$ cat src/rtl/fetch_pkg.sv
// ---------------------------------------------------------------------------
// fetch_pkg
// Shared definitions for the instruction fetch slice:
//   RESET_VECTOR  - default first fetch address after reset
//   NOP_INSTR     - word presented in place of an instruction that was never
//                   fetched (misaligned PC when FETCH_ADEL_CHECK_EN is defined)
//   fetch_state_t - request/response state of the fetch unit
// ---------------------------------------------------------------------------
package fetch_pkg;

   localparam logic [31:0] RESET_VECTOR = 32'hBFC0_0000;
   localparam logic [31:0] NOP_INSTR    = 32'h0000_0000;

   typedef enum logic [1:0] {
      IDLE      = 2'd0,
      WAIT_ADDR = 2'd1,
      WAIT_DATA = 2'd2,
      FULL      = 2'd3
   } fetch_state_t;

endpackage

$ cat src/rtl/fetch_inst_buffer.sv
// ---------------------------------------------------------------------------
// fetch_inst_buffer
// One-entry holding register for the instruction presented to decode.
// Parameters:
//   RESET_PC    - value of the held pc while in reset
// Ports:
//   clk, rst    - clock and asynchronous active-high reset
//   i_load      - capture i_pc/i_instr (and i_exc) and mark the entry valid
//   i_consume   - decode has taken the entry; mark it empty
//   i_flush     - redirect in progress; mark it empty (wins over i_load)
//   i_pc        - address of the word being loaded
//   i_instr     - instruction word being loaded
//   o_pc        - held address
//   o_instr     - held instruction word
//   o_valid     - entry holds an instruction decode has not yet taken
// Configuration macro FETCH_ADEL_CHECK_EN adds i_exc/o_exc, an address-error
// tag that travels with the entry.
// ---------------------------------------------------------------------------
module fetch_inst_buffer
   import fetch_pkg::*;
#(
   parameter logic [31:0] RESET_PC = RESET_VECTOR
) (
   input  logic        clk,
   input  logic        rst,
   input  logic        i_load,
   input  logic        i_consume,
   input  logic        i_flush,
   input  logic [31:0] i_pc,
   input  logic [31:0] i_instr,
`ifdef FETCH_ADEL_CHECK_EN
   input  logic        i_exc,
   output logic        o_exc,
`endif
   output logic [31:0] o_pc,
   output logic [31:0] o_instr,
   output logic        o_valid
);

   logic [31:0] r_pc;
   logic [31:0] r_instr;
   logic        r_valid;
`ifdef FETCH_ADEL_CHECK_EN
   logic        r_exc;
`endif

   // A flush only drops the valid bit; the stale pc/instr remain visible but
   // are meaningless while o_valid is low.
   always_ff @(posedge clk or posedge rst) begin
      if (rst) begin
         r_pc    <= RESET_PC;
         r_instr <= NOP_INSTR;
         r_valid <= 1'b0;
`ifdef FETCH_ADEL_CHECK_EN
         r_exc   <= 1'b0;
`endif
      end else if (i_flush) begin
         r_valid <= 1'b0;
`ifdef FETCH_ADEL_CHECK_EN
         r_exc   <= 1'b0;
`endif
      end else if (i_load) begin
         r_pc    <= i_pc;
         r_instr <= i_instr;
         r_valid <= 1'b1;
`ifdef FETCH_ADEL_CHECK_EN
         r_exc   <= i_exc;
`endif
      end else if (i_consume) begin
         r_valid <= 1'b0;
      end
   end

   assign o_pc    = r_pc;
   assign o_instr = r_instr;
   assign o_valid = r_valid;
`ifdef FETCH_ADEL_CHECK_EN
   assign o_exc   = r_exc;
`endif

endmodule

$ cat src/rtl/inst_fetch_unit.sv
// ---------------------------------------------------------------------------
// inst_fetch_unit
// Fetch stage: owns the PC, issues one request at a time on an SRAM-like
// instruction port, buffers the returned word and presents it to decode
// until it is consumed. Branch redirects take effect when the delay slot is
// consumed; exception redirects take effect immediately.
// Parameters:
//   RESET_PC        - first fetch address after reset
// Ports:
//   clk, rst        - clock and asynchronous active-high reset
//   stallF          - decode is not taking the presented instruction
//   branch_takenD   - branch in decode resolves taken
//   branch_targetD  - target of that branch
//   is_branchD      - decode holds a branch; presented word is its delay slot
//   exc_flush       - exception/eret redirect
//   exc_pc          - redirect address
//   inst_req/inst_addr                - request to instruction memory
//   inst_addr_ok/inst_data_ok/inst_rdata - memory handshake and read data
//   pcF, pc_plus4F, instrF, instr_validF - presented instruction
//   F_change        - presented instruction is a delay slot
//   fetch_stall     - no valid instruction presented
//   excF            - (FETCH_ADEL_CHECK_EN only) presented word is an AdEL NOP
// Configuration macro: FETCH_ADEL_CHECK_EN enables the misaligned-PC check.
// ---------------------------------------------------------------------------
module inst_fetch_unit
   import fetch_pkg::*;
#(
   parameter logic [31:0] RESET_PC = RESET_VECTOR
) (
   input  logic        clk,
   input  logic        rst,
   input  logic        stallF,
   input  logic        branch_takenD,
   input  logic [31:0] branch_targetD,
   input  logic        is_branchD,
   input  logic        exc_flush,
   input  logic [31:0] exc_pc,
   output logic        inst_req,
   output logic [31:0] inst_addr,
   input  logic        inst_addr_ok,
   input  logic        inst_data_ok,
   input  logic [31:0] inst_rdata,
   output logic [31:0] pcF,
   output logic [31:0] pc_plus4F,
   output logic [31:0] instrF,
   output logic        instr_validF,
   output logic        F_change,
`ifdef FETCH_ADEL_CHECK_EN
   output logic        excF,
`endif
   output logic        fetch_stall
);

   fetch_state_t r_state;
   fetch_state_t w_nextState;
   logic [31:0]  r_pc;
   logic [31:0]  w_nextPc;
   logic         r_discard;
   logic         w_nextDiscard;

   logic         w_bufLoad;
   logic         w_bufConsume;
   logic         w_bufFlush;
   logic [31:0]  w_bufInstr;
   logic [31:0]  w_bufPc;
   logic         w_bufValid;
   logic         w_reqAccepted;
`ifdef FETCH_ADEL_CHECK_EN
   logic         w_misaligned;
   logic         w_bufExc;

   assign w_misaligned = (r_pc[1:0] != 2'b00);
`endif

   // A request is live in IDLE and WAIT_ADDR; it is forced low while reset is
   // held so memory never sees a request before the unit is running. The
   // address is always the architectural pc, which only changes on consume
   // or flush, so it stays stable while waiting for acceptance.
`ifdef FETCH_ADEL_CHECK_EN
   assign inst_req = ~rst & (((r_state == IDLE) & ~w_misaligned) |
                             (r_state == WAIT_ADDR));
`else
   assign inst_req = ~rst & ((r_state == IDLE) | (r_state == WAIT_ADDR));
`endif
   assign inst_addr     = r_pc;
   assign w_reqAccepted = inst_req & inst_addr_ok;

   // State, pc and discard flag registers.
   always_ff @(posedge clk or posedge rst) begin
      if (rst) begin
         r_state   <= IDLE;
         r_pc      <= RESET_PC;
         r_discard <= 1'b0;
      end else begin
         r_state   <= w_nextState;
         r_pc      <= w_nextPc;
         r_discard <= w_nextDiscard;
      end
   end

   // Next-state logic. A flush overrides everything: the pc jumps to exc_pc
   // and the buffer empties. If a request is already in flight (accepted
   // earlier, or accepted right now) its data must still be absorbed, so the
   // unit waits in WAIT_DATA with discard set; a request that was never
   // accepted is simply withdrawn.
   always_comb begin
      w_nextState   = r_state;
      w_nextPc      = r_pc;
      w_nextDiscard = r_discard;
      w_bufLoad     = 1'b0;
      w_bufConsume  = 1'b0;
      w_bufFlush    = 1'b0;
      w_bufInstr    = inst_rdata;
`ifdef FETCH_ADEL_CHECK_EN
      w_bufExc      = 1'b0;
`endif
      if (exc_flush) begin
         w_nextPc   = exc_pc;
         w_bufFlush = 1'b1;
         case (r_state)
            IDLE, WAIT_ADDR: begin
               if (w_reqAccepted) begin
                  w_nextState   = WAIT_DATA;
                  w_nextDiscard = 1'b1;
               end else begin
                  w_nextState   = IDLE;
                  w_nextDiscard = 1'b0;
               end
            end
            WAIT_DATA: begin
               if (inst_data_ok) begin
                  w_nextState   = IDLE;
                  w_nextDiscard = 1'b0;
               end else begin
                  w_nextDiscard = 1'b1;
               end
            end
            default: begin
               w_nextState = IDLE;
            end
         endcase
      end else begin
         case (r_state)
            IDLE: begin
`ifdef FETCH_ADEL_CHECK_EN
               if (w_misaligned) begin
                  w_bufLoad   = 1'b1;
                  w_bufInstr  = NOP_INSTR;
                  w_bufExc    = 1'b1;
                  w_nextState = FULL;
               end else if (w_reqAccepted) begin
                  w_nextState = WAIT_DATA;
               end else begin
                  w_nextState = WAIT_ADDR;
               end
`else
               if (w_reqAccepted) begin
                  w_nextState = WAIT_DATA;
               end else begin
                  w_nextState = WAIT_ADDR;
               end
`endif
            end
            WAIT_ADDR: begin
               if (w_reqAccepted) begin
                  w_nextState = WAIT_DATA;
               end
            end
            WAIT_DATA: begin
               if (inst_data_ok) begin
                  if (r_discard) begin
                     w_nextState   = IDLE;
                     w_nextDiscard = 1'b0;
                  end else begin
                     w_bufLoad   = 1'b1;
                     w_nextState = FULL;
                  end
               end
            end
            default: begin
               if (!stallF) begin
                  w_bufConsume = 1'b1;
                  w_nextPc     = branch_takenD ? branch_targetD : r_pc + 32'd4;
                  w_nextState  = IDLE;
               end
            end
         endcase
      end
   end

   fetch_inst_buffer #(
      .RESET_PC (RESET_PC)
   ) u_buffer (
      .clk       (clk),
      .rst       (rst),
      .i_load    (w_bufLoad),
      .i_consume (w_bufConsume),
      .i_flush   (w_bufFlush),
      .i_pc      (r_pc),
      .i_instr   (w_bufInstr),
`ifdef FETCH_ADEL_CHECK_EN
      .i_exc     (w_bufExc),
      .o_exc     (excF),
`endif
      .o_pc      (w_bufPc),
      .o_instr   (instrF),
      .o_valid   (w_bufValid)
   );

   assign pcF          = w_bufPc;
   assign pc_plus4F    = w_bufPc + 32'd4;
   assign instr_validF = w_bufValid;
   assign F_change     = is_branchD & w_bufValid;
   assign fetch_stall  = ~w_bufValid;

endmodule
$ cat config.mk
export PLATFORM = sky130hd
export DESIGN_NAME = inst_fetch_unit
export DESIGN_NICKNAME = d
export VERILOG_FILES = /design/src/rtl/fetch_pkg.sv /design/src/rtl/fetch_inst_buffer.sv /design/src/rtl/inst_fetch_unit.sv
export SDC_FILE = /design/constraint.sdc
export NUM_CORES = 1
export LEC_CHECK = 0
export BUFFER_PORTS_ARGS = -buffer_cell sky130_fd_sc_hd__buf_2
export CORE_MARGIN = 1.5
export CORE_UTILIZATION = 30
export CTS_CLUSTER_SIZE = 20
export DETAILED_ROUTE_END_ITERATION = 7
export PLACE_DENSITY_LB_ADDON = 0.08
export SYNTH_ARGS = -nofsm -noshare
export SYNTH_HDL_FRONTEND = slang
export SYNTH_SLANG_ARGS = --single-unit
$ cat constraint.sdc
create_clock -name clk -period 4.7 [get_ports clk]
set_input_delay 0.94 -clock clk [delete_from_list [all_inputs] [get_ports clk]]
set_output_delay 0.94 -clock clk [all_outputs]
set_load 0.1 [all_outputs]
==> key figures, run 1 <==
Global routing
  • Total track usage: 18.82%
  • Vias in the first global route: 5248
  • Largest net degree at the start of global routing: 66
  • Gr ovfl total: 0
  • Initial antenna violation count: 2
  • First-pass GRT wire length: ~29 mm

Synth
  • Post-synthesis sequential area ratio: 44.77%
  • Synth top area cells: dfrtp_1 (36%), mux2_2 (12%), dfstp_2 (8.4%)
  • Synth Instances: about 550
  • Avg Inst Size Synth: 10.33 sq um
  • Synthesized flop and latch total: 100
  • EDFF count, synth: 0
  • Post-Syn Nets: 652
  • Mapped cell area: between 5000 and 6000 sq um
  • Distinct cells, synth: 62
  • Syn. warnings: 0
  • Synth top area share: between 30% and 40%
  • Async SR Flop Fraction: 100.0%
  • Largest area contributor in the netlist: dfrtp_1
  • Most frequent cell after synthesis: dfrtp_1
  • Synth top cells by count: dfrtp_1 (82), mux2_2 (61), nand2_1 (32)
  • Top_reg_cell synth: dfrtp_1

Route
  • Routed vias: between 5000 and 6000
  • Vias per cell: about 5.4
  • Post-detailed-route DRC marker count: 0
  • DRT iter0 DRCs: 250
  • Detail Route Antenna Nets: 0
  • Pre-Repair DR Iteration Count: 4
  • Wire length per cell: ~19 um
  • Routed WL: 18.53 mm

Clocking
  • Resized cells post-CTS: 0
  • CTS clk-pin slew, worst paths: roughly 70 ps
  • CTS tree: done
  • CTS HTree Levels: 3
  • Hold buffers post-CTS: 0
  • CTS max path bufs: 2
  • Setup Buffers After CTS: 0
  • Clock buffer count from CTS: 9
  • Clock root buffer: clkbuf_16
  • Clock sinks: 100
  • Clk Latency, worst-skew pair: 350 ps

Setup path
  • Slowest stage delay, CP: 840 ps
  • Slowest cell on the critical path: or4_1
  • Arrival time of the worst setup path: 2800 ps
  • WP data required: 3760 ps
  • CP Cell Sequence: nand4_2, or4_1, nor3_1, xnor2_1, buf_2
  • Setup crit start kind: flop
  • R2R setup slack: ~2300 ps
  • Critical path peak fanout: 9
  • WS Path Type: flop to output pin
  • CP endpoint kind: output pin

Floorplanning
  • Number of top-level pins: 236
  • Core region area: between 15000 and 20000 sq um
  • Die Wd: approximately 140 um
  • FP Rows: 49
  • Initial Util: ~31%
  • Die H: around 140 um
  • Die area: approximately 20000 sq um

Min path
  • HP Class: flop to flop

Timing
  • Final Hold Viols: 0
  • Setup TNS Final: 0 ps
  • Crit path time final: roughly 3700 ps
  • Fmax: about 270 MHz
  • Fin crit share: about four fifths
  • Worst Tran Pin Value: 970.0 ps
  • Final setup violation count: 0
  • Slew Limit Fails: 0
  • RSZ-0062 raised after global routing: false
  • Max_slew headroom: 35.17%
  • Post-route clock skew: 10.42 ps

Status
  • Status: finished clean

Layout
  • Syn-to-layout area delta: 28.80%
  • Share of cells above drive strength 1: 45.51%
  • Net count, final: 859

Placed design
  • HPWL after detailed placement: roughly 13 mm
  • Port buffer count: between 200 and 250
  • GPL Wtd Cong: 0.8458

Flow run
  • Max Cap Viol: 0
-- path summary, 6_finish.rpt --
path                                           start                    to  cells past startpoint
worst max-delay path                u_buffer.o_pc[4]         pc_plus4F[23]                      5
worst min-delay path            u_buffer.o_instr[20]  u_buffer.o_instr[20]                      1
worst max register to register            r_state[1]          inst_addr[2]                      5
worst min register to register  u_buffer.o_instr[20]  u_buffer.o_instr[20]                      1
max in group asynchronous                        rst  u_buffer.o_instr[14]                      3
min in group asynchronous                        rst            r_state[1]                      2
-- per-layer routing --
| layer | share of wire (%) | up-vias | wire length [um] | GRT usage (%) |
|---|---|---|---|---|
| met3 | 5.2 | 21 | 967 | 2.735 |
| met5 | 0 | - | 0 | 0 |
| met2 | 48 | 200 | 8866 | 30.77 |
| met4 | 1.7 | 0 | 323 | 6.371 |
| met1 | 45 | 2613 | 8370 | 25.59 |
| li1 | - | 2468 | - | - |
-- state kept, by name (all words and copies together), names as in the netlist --
register	flops
r_state	2
u_buffer.o_pc	32
u_buffer.o_instr	32
r_discard	1
u_buffer.o_valid	1
inst_addr	32
-- metrics by stage --
step | utilization, % | instances | setup WS [ps] | hold slack [ps] | cell area (sq um)
after floorplan | - | 546 | 100.7 | 536.7 | 5639
final | 39.89 | 989 | 958.3 | 500.9 | 7263
after global placement | 38.20 | 971 | 1361 | 480.9 | 6955
after CTS | 39.86 | 987 | 952.5 | 502.4 | 7258
after global routing | 39.89 | 989 | 728.5 | 520.7 | 7263
after detailed placement | 38.20 | 971 | 1345 | 486.9 | 6955
-- cells by family after synthesis --
kind of cell / after synthesis / share of synthesized area (%)
simple gates: 169 / 17.04
compound gates: 114 / 14.64
flops: 100 / 44.77
mux: 72 / 14.13
buf+inv: 61 / 4.615
xor+xnor: 28 / 4.349
fa+ha+maj: 2 / 0.4437
-- area by class of cell --
class,instances,area [sq um]
Timing Repair Buffer,240,1214
Sequential cell,100,2525
Tap cell,229,286.5
Clock inverter,4,56.30
Antenna cell,2,5.005
Multi-Input combinational cell,385,2864
Fill cell,1857,10950
Inverter,17,66.31
Clock buffer,12,246.5
-- cell usage in the layout, fill, tap and decap left out, types with 3 or more instances in the layout --
master,count
nor3_1,10
dfstp_2,18
xor2_1,16
o31ai_1,3
o211ai_1,4
inv_1,16
and2_1,5
nand4_2,3
o311ai_0,7
mux2_2,61
a2111o_1,3
clkbuf_16,9
o22ai_1,5
nor4_1,12
nand3_1,27
nand3b_1,4
mux2i_1,11
o21ai_0,26
or4_1,6
and3_1,4
nand2_1,31
nor2_1,27
dfrtp_1,82
buf_2,235
xnor2_1,12
o31a_1,4
and4_1,11
a22o_1,10
a222oi_1,3
nand4_1,13
o2bb2ai_1,3
a221oi_1,6
a21oi_1,11
a22oi_1,12
buf_4,5
a31oi_1,3
-- worst max-delay path, delay by kind of cell (launching register included) --
| kind | cells | cell delay [ps] |
|---|---|---|
| AND/OR/NAND/NOR | 3 | 1380 |
| flip-flops | 1 | 480 |
| XOR/XNOR | 1 | 140 |
| buffers and inverters | 1 | 440 |
Power of run 1 is not shown: default switching activity piles up to over one toggle a cycle in this logic, so the estimate is an artifact.
==> run 2: changes to the inputs <==
clock period = 3.5 ns   (was 4.7 ns; I/O delays follow)
==> key figures, run 2 (same netlist as run 1, synthesis figures left out) <==
Status
  • Status: finished clean

Timing
  • Worst Tran Pin Value: 825.0 ps
  • Crit path time final: 3398 ps
  • Max_slew headroom: about 45%
  • Final setup violation count: 0
  • Worst setup margin: a little over 100 ps
  • Final Hold Viols: 0
  • Post-route clock skew: 10.77 ps
  • Fmax: 294.3 MHz
  • Slew Limit Fails: 0
  • RSZ-0062 raised after global routing: true
  • Fin crit share: just under 100%

Layout
  • Final cell count without fillers: 995
  • Share of cells above drive strength 1: 50.72%
  • Syn-to-layout area delta: 36.57%
  • Area of the multi-input gates: 3119 sq um
  • Filler cells: 1839
  • Net count, final: approximately 870
  • Commonest non-fill, non-tap cell in the layout: buf_2
  • Highest-count cells in the layout ignoring fill and taps: buf_2 (228), dfrtp_1 (71), mux2_2 (61)
  • Sequential cell area: 2539 sq um

Floorplanning
  • Die H: 140.1 um
  • Die area: 19630 sq um
  • Number of top-level pins: 236
  • Die Wd: 140.1 um
  • Initial Util: 30.97%
  • FP Rows: 49
  • Core region area: between 15000 and 20000 sq um

Setup path
  • Setup crit start kind: flop
  • Critical path peak fanout: 8
  • Arrival time of the worst setup path: 2700 ps
  • CP endpoint kind: output pin
  • WS Path Type: flop to output pin
  • WP data required: 2800 ps

Placed design
  • Placed Cells: between 900 and 1000
  • HPWL after detailed placement: 13.64 mm
  • Pre-CTS setup slack: around 350 ps
  • Port buffer count: 235
  • GPL Wtd Cong: 0.7896

Global routing
  • Largest net degree at the start of global routing: 73
  • Gr ovfl total: 0
  • First-pass GRT wire length: between 20 and 30 mm
  • Initial antenna violation count: 1
  • Total track usage: 18.82%
  • Vias in the first global route: 5194

Clocking
  • CTS max path bufs: 2
  • CTS HTree Levels: 3
  • Clock root buffer: clkbuf_16
  • Clk Latency, worst-skew pair: 360 ps
  • Clock sinks: 100
  • CTS clk-pin slew, worst paths: 70 ps
  • CTS tree: done
  • Clock buffer count from CTS: 9

Route
  • Post-detailed-route DRC marker count: 0
  • Vias per cell: 5.240
  • Wire length per cell: 18.47 um
  • Routed WL: 18.38 mm
  • Pre-Repair DR Iteration Count: 4
  • DRT iter0 DRCs: 210
  • Detail Route Antenna Nets: 0
  • Routed vias: between 5000 and 6000

Min path
  • HP Class: input pin to async pin

Flow run
  • Max Cap Viol: 0
[run 2: layout make-up]
class,instances,area share [%]
multi-input cells,385,40.50
well taps,229,3.721
clock inverters,6,1.121
flip-flops and latches,100,32.96
clock buffers,10,2.973
inverters,17,0.8773
diodes,1,0.03249
repair buffers,247,17.81
[run 2: worst max-delay path, cell delays in order (launching register included)]
cell	delay (ps)
dfrtp_2	410
ha_1	240
nand2_1	130
or4_1	640
nor3_1	530
xor2_4	200
buf_12	190
[run 2: final timing paths]
check / depth (start not counted) / start / slack, ps / to
min in group clk: 1 / u_buffer.o_instr[22] / 500 / u_buffer.o_instr[22]
max reg2reg: 4 / inst_addr[6] / 1160 / inst_addr[30]
min: 2 / rst / 450 / inst_addr[0]
min reg2reg: 1 / u_buffer.o_instr[22] / 500 / u_buffer.o_instr[22]
max in group asynchronous: 3 / rst / 2170 / inst_addr[22]
max: 6 / u_buffer.o_pc[2] / 100 / pc_plus4F[26]
[run 2: per-stage QoR]
stage	hold WS (ps)	cell area (sq um)	TNS [ps]	util (%)
5_1_grt	493.2	7699	-32.56	42.28
6_report	452.1	7701	0	42.29
3_3_place_gp	485.0	7375	0	40.50
2_1_floorplan	536.7	5908	-11.35	-
4_1_cts	457.9	7696	0	42.27
3_5_place_dp	490.1	7375	0	40.50
[run 2: metal layers]
layer	wire, um	GRT usage [%]	part of all wire, %	vias to the layer above
met5	13	0	0.071	-
met4	221	5.596	1.2	2
met3	1221	4.752	6.6	17
met1	7999	23.54	44	2544
met2	8920	32.10	49	178
li1	-	-	-	2473
[run 2: what timing repair did]
action / 4_1_cts / 5_1_grt
setup buffers: 0 / 0
endpoints found under the setup margin: 3 / 3
hold buffers: 0 / 0
resized for setup: 2 / 1
Power of run 2 is left out for the same reason.
==> run 3: changes to the inputs <==
REMOVE_ABC_BUFFERS = 1   (was not set)
clock period = 4 ns   (was 3.5 ns; I/O delays follow)
==> key figures, run 3 (same netlist as run 1, synthesis figures left out) <==
Status
  • Status: finished clean

Floorplanning
  • Initial Util: 30.97%
  • Die Wd: between 100 and 150 um
  • Core region area: 18210 sq um
  • Number of top-level pins: 236
  • FP Rows: 49
  • Die area: 19630 sq um
  • Die H: between 100 and 150 um

Route
  • Pre-Repair DR Iteration Count: 5
  • Post-detailed-route DRC marker count: 0
  • Vias per cell: 5.300
  • Routed vias: 5252
  • Wire length per cell: roughly 19 um
  • DRT iter0 DRCs: 282
  • Routed WL: 18.99 mm
  • Detail Route Antenna Nets: 0

Placed design
  • GPL Wtd Cong: between 0.8 and 0.9
  • Placed cell area: between 6000 and 7000 sq um
  • Port buffer count: 235
  • HPWL after detailed placement: 13.65 mm

Clocking
  • Clock buffer count from CTS: 9
  • Clock sinks: 100
  • Hold buffers post-CTS: 0
  • CTS max path bufs: 2
  • Clk Latency, worst-skew pair: 350 ps
  • CTS tree: done
  • Resized cells post-CTS: 0
  • CTS HTree Levels: 3
  • Setup Buffers After CTS: 0
  • Clock root buffer: clkbuf_16
  • CTS clk-pin slew, worst paths: 70 ps

Setup path
  • WS Path Type: flop to output pin
  • CP Cell Sequence: nand4_2, or4_1, nor4_4, xor2_1, buf_2
  • Slowest cell on the critical path: or4_1
  • WP data required: 3200 ps
  • Slowest stage delay, CP: 900 ps
  • Critical path peak fanout: 9
  • Arrival time of the worst setup path: 2840 ps
  • CP endpoint kind: output pin
  • Setup crit start kind: flop

Layout
  • Post-route cell area: roughly 7300 sq um
  • Share of cells above drive strength 1: 45.93%
  • Post-Route Utilization: 39.84%
  • Net count, final: about 860
  • Commonest non-fill, non-tap cell in the layout: buf_2
  • Diodes inserted: 0
  • Syn-to-layout area delta: 28.64%
  • Highest-count cells in the layout ignoring fill and taps: buf_2 (235), dfrtp_1 (82), mux2_2 (61)

Global routing
  • Total track usage: roughly a fifth
  • Gr ovfl total: 0
  • First-pass GRT wire length: 29.55 mm
  • Met1 Resource Use GR: a little over a quarter
  • Largest net degree at the start of global routing: 66
  • Routing usage on met2: 31.89%
  • Vias in the first global route: between 5000 and 6000
  • Met3 Track Usage GR: 3.111%
  • Most Used Layer, Global Route: met2
  • Initial antenna violation count: 0

Timing
  • Fmax: approximately 270 MHz
  • Final setup violation count: 0
  • Max_slew headroom: roughly a third
  • Setup TNS Final: 0 ps
  • Tightest hold margin: 505.0 ps
  • Post-route clock skew: 8.809 ps
  • Final Hold Viols: 0
  • Slew Limit Fails: 0
  • Fin crit share: 90.92%
  • RSZ-0062 raised after global routing: false
  • Worst Tran Pin Value: 987.5 ps
  • Crit path time final: 3637 ps

Min path
  • HP Class: flop to flop

Flow run
  • Max Cap Viol: 0
-- run 3: cell count changes in the layout (fill, tap and decap cells not counted), sizes merged --
| cell | change |
|---|---|
| buf | -2 |
| bufinv | -2 |
| clkbuf | -1 |
| clkinv | +2 |
| clkinvlp | -1 |
| diode | -1 |
| inv | +1 |
-- run 3: through the flow --
stage,std cells,setup WS (ps)
6_report,991,363.3
5_1_grt,991,185.4
4_1_cts,991,335.1
3_5_place_dp,975,724.8
3_3_place_gp,975,778.2
2_1_floorplan,502,-542.1
-- run 3: worst max-delay path, delay by kind of cell (launching register included) --
kind	cells	cell delay (ps)
flops	1	470
buf+inv	1	440
simple gates	3	1420
xor+xnor	1	160
-- run 3: area by class of cell --
class | count | area, sq um
inverters | 17 | 66.31
repair buffers | 244 | 1244
multi-input cells | 385 | 2864
well taps | 229 | 286.5
clock buffers | 10 | 229.0
flip-flops and latches | 100 | 2525
clock inverters | 6 | 40.04
fillers | 1809 | 10950
-- run 3: final timing paths --
check / start / to / slack (ps) / cells after the start
max: u_buffer.o_pc[4] / pc_plus4F[31] / 360 / 5
min: u_buffer.o_instr[19] / u_buffer.o_instr[19] / 510 / 1
max reg2reg: inst_addr[2] / inst_addr[30] / 1340 / 5
min reg2reg: u_buffer.o_instr[19] / u_buffer.o_instr[19] / 510 / 1
max in group asynchronous: rst / r_state[1] / 2300 / 3
min in group asynchronous: rst / u_buffer.o_pc[30] / 540 / 2
-- run 3: metal layers --
layer / wire length (um) / vias up / share of wire, %
li1: - / 2476 / -
met1: 8682 / 2566 / 46
met5: 0 / - / 0
met2: 8931 / 192 / 47
met3: 1027 / 18 / 5.4
met4: 347 / 0 / 1.8
Power of run 3 is left out for the same reason.
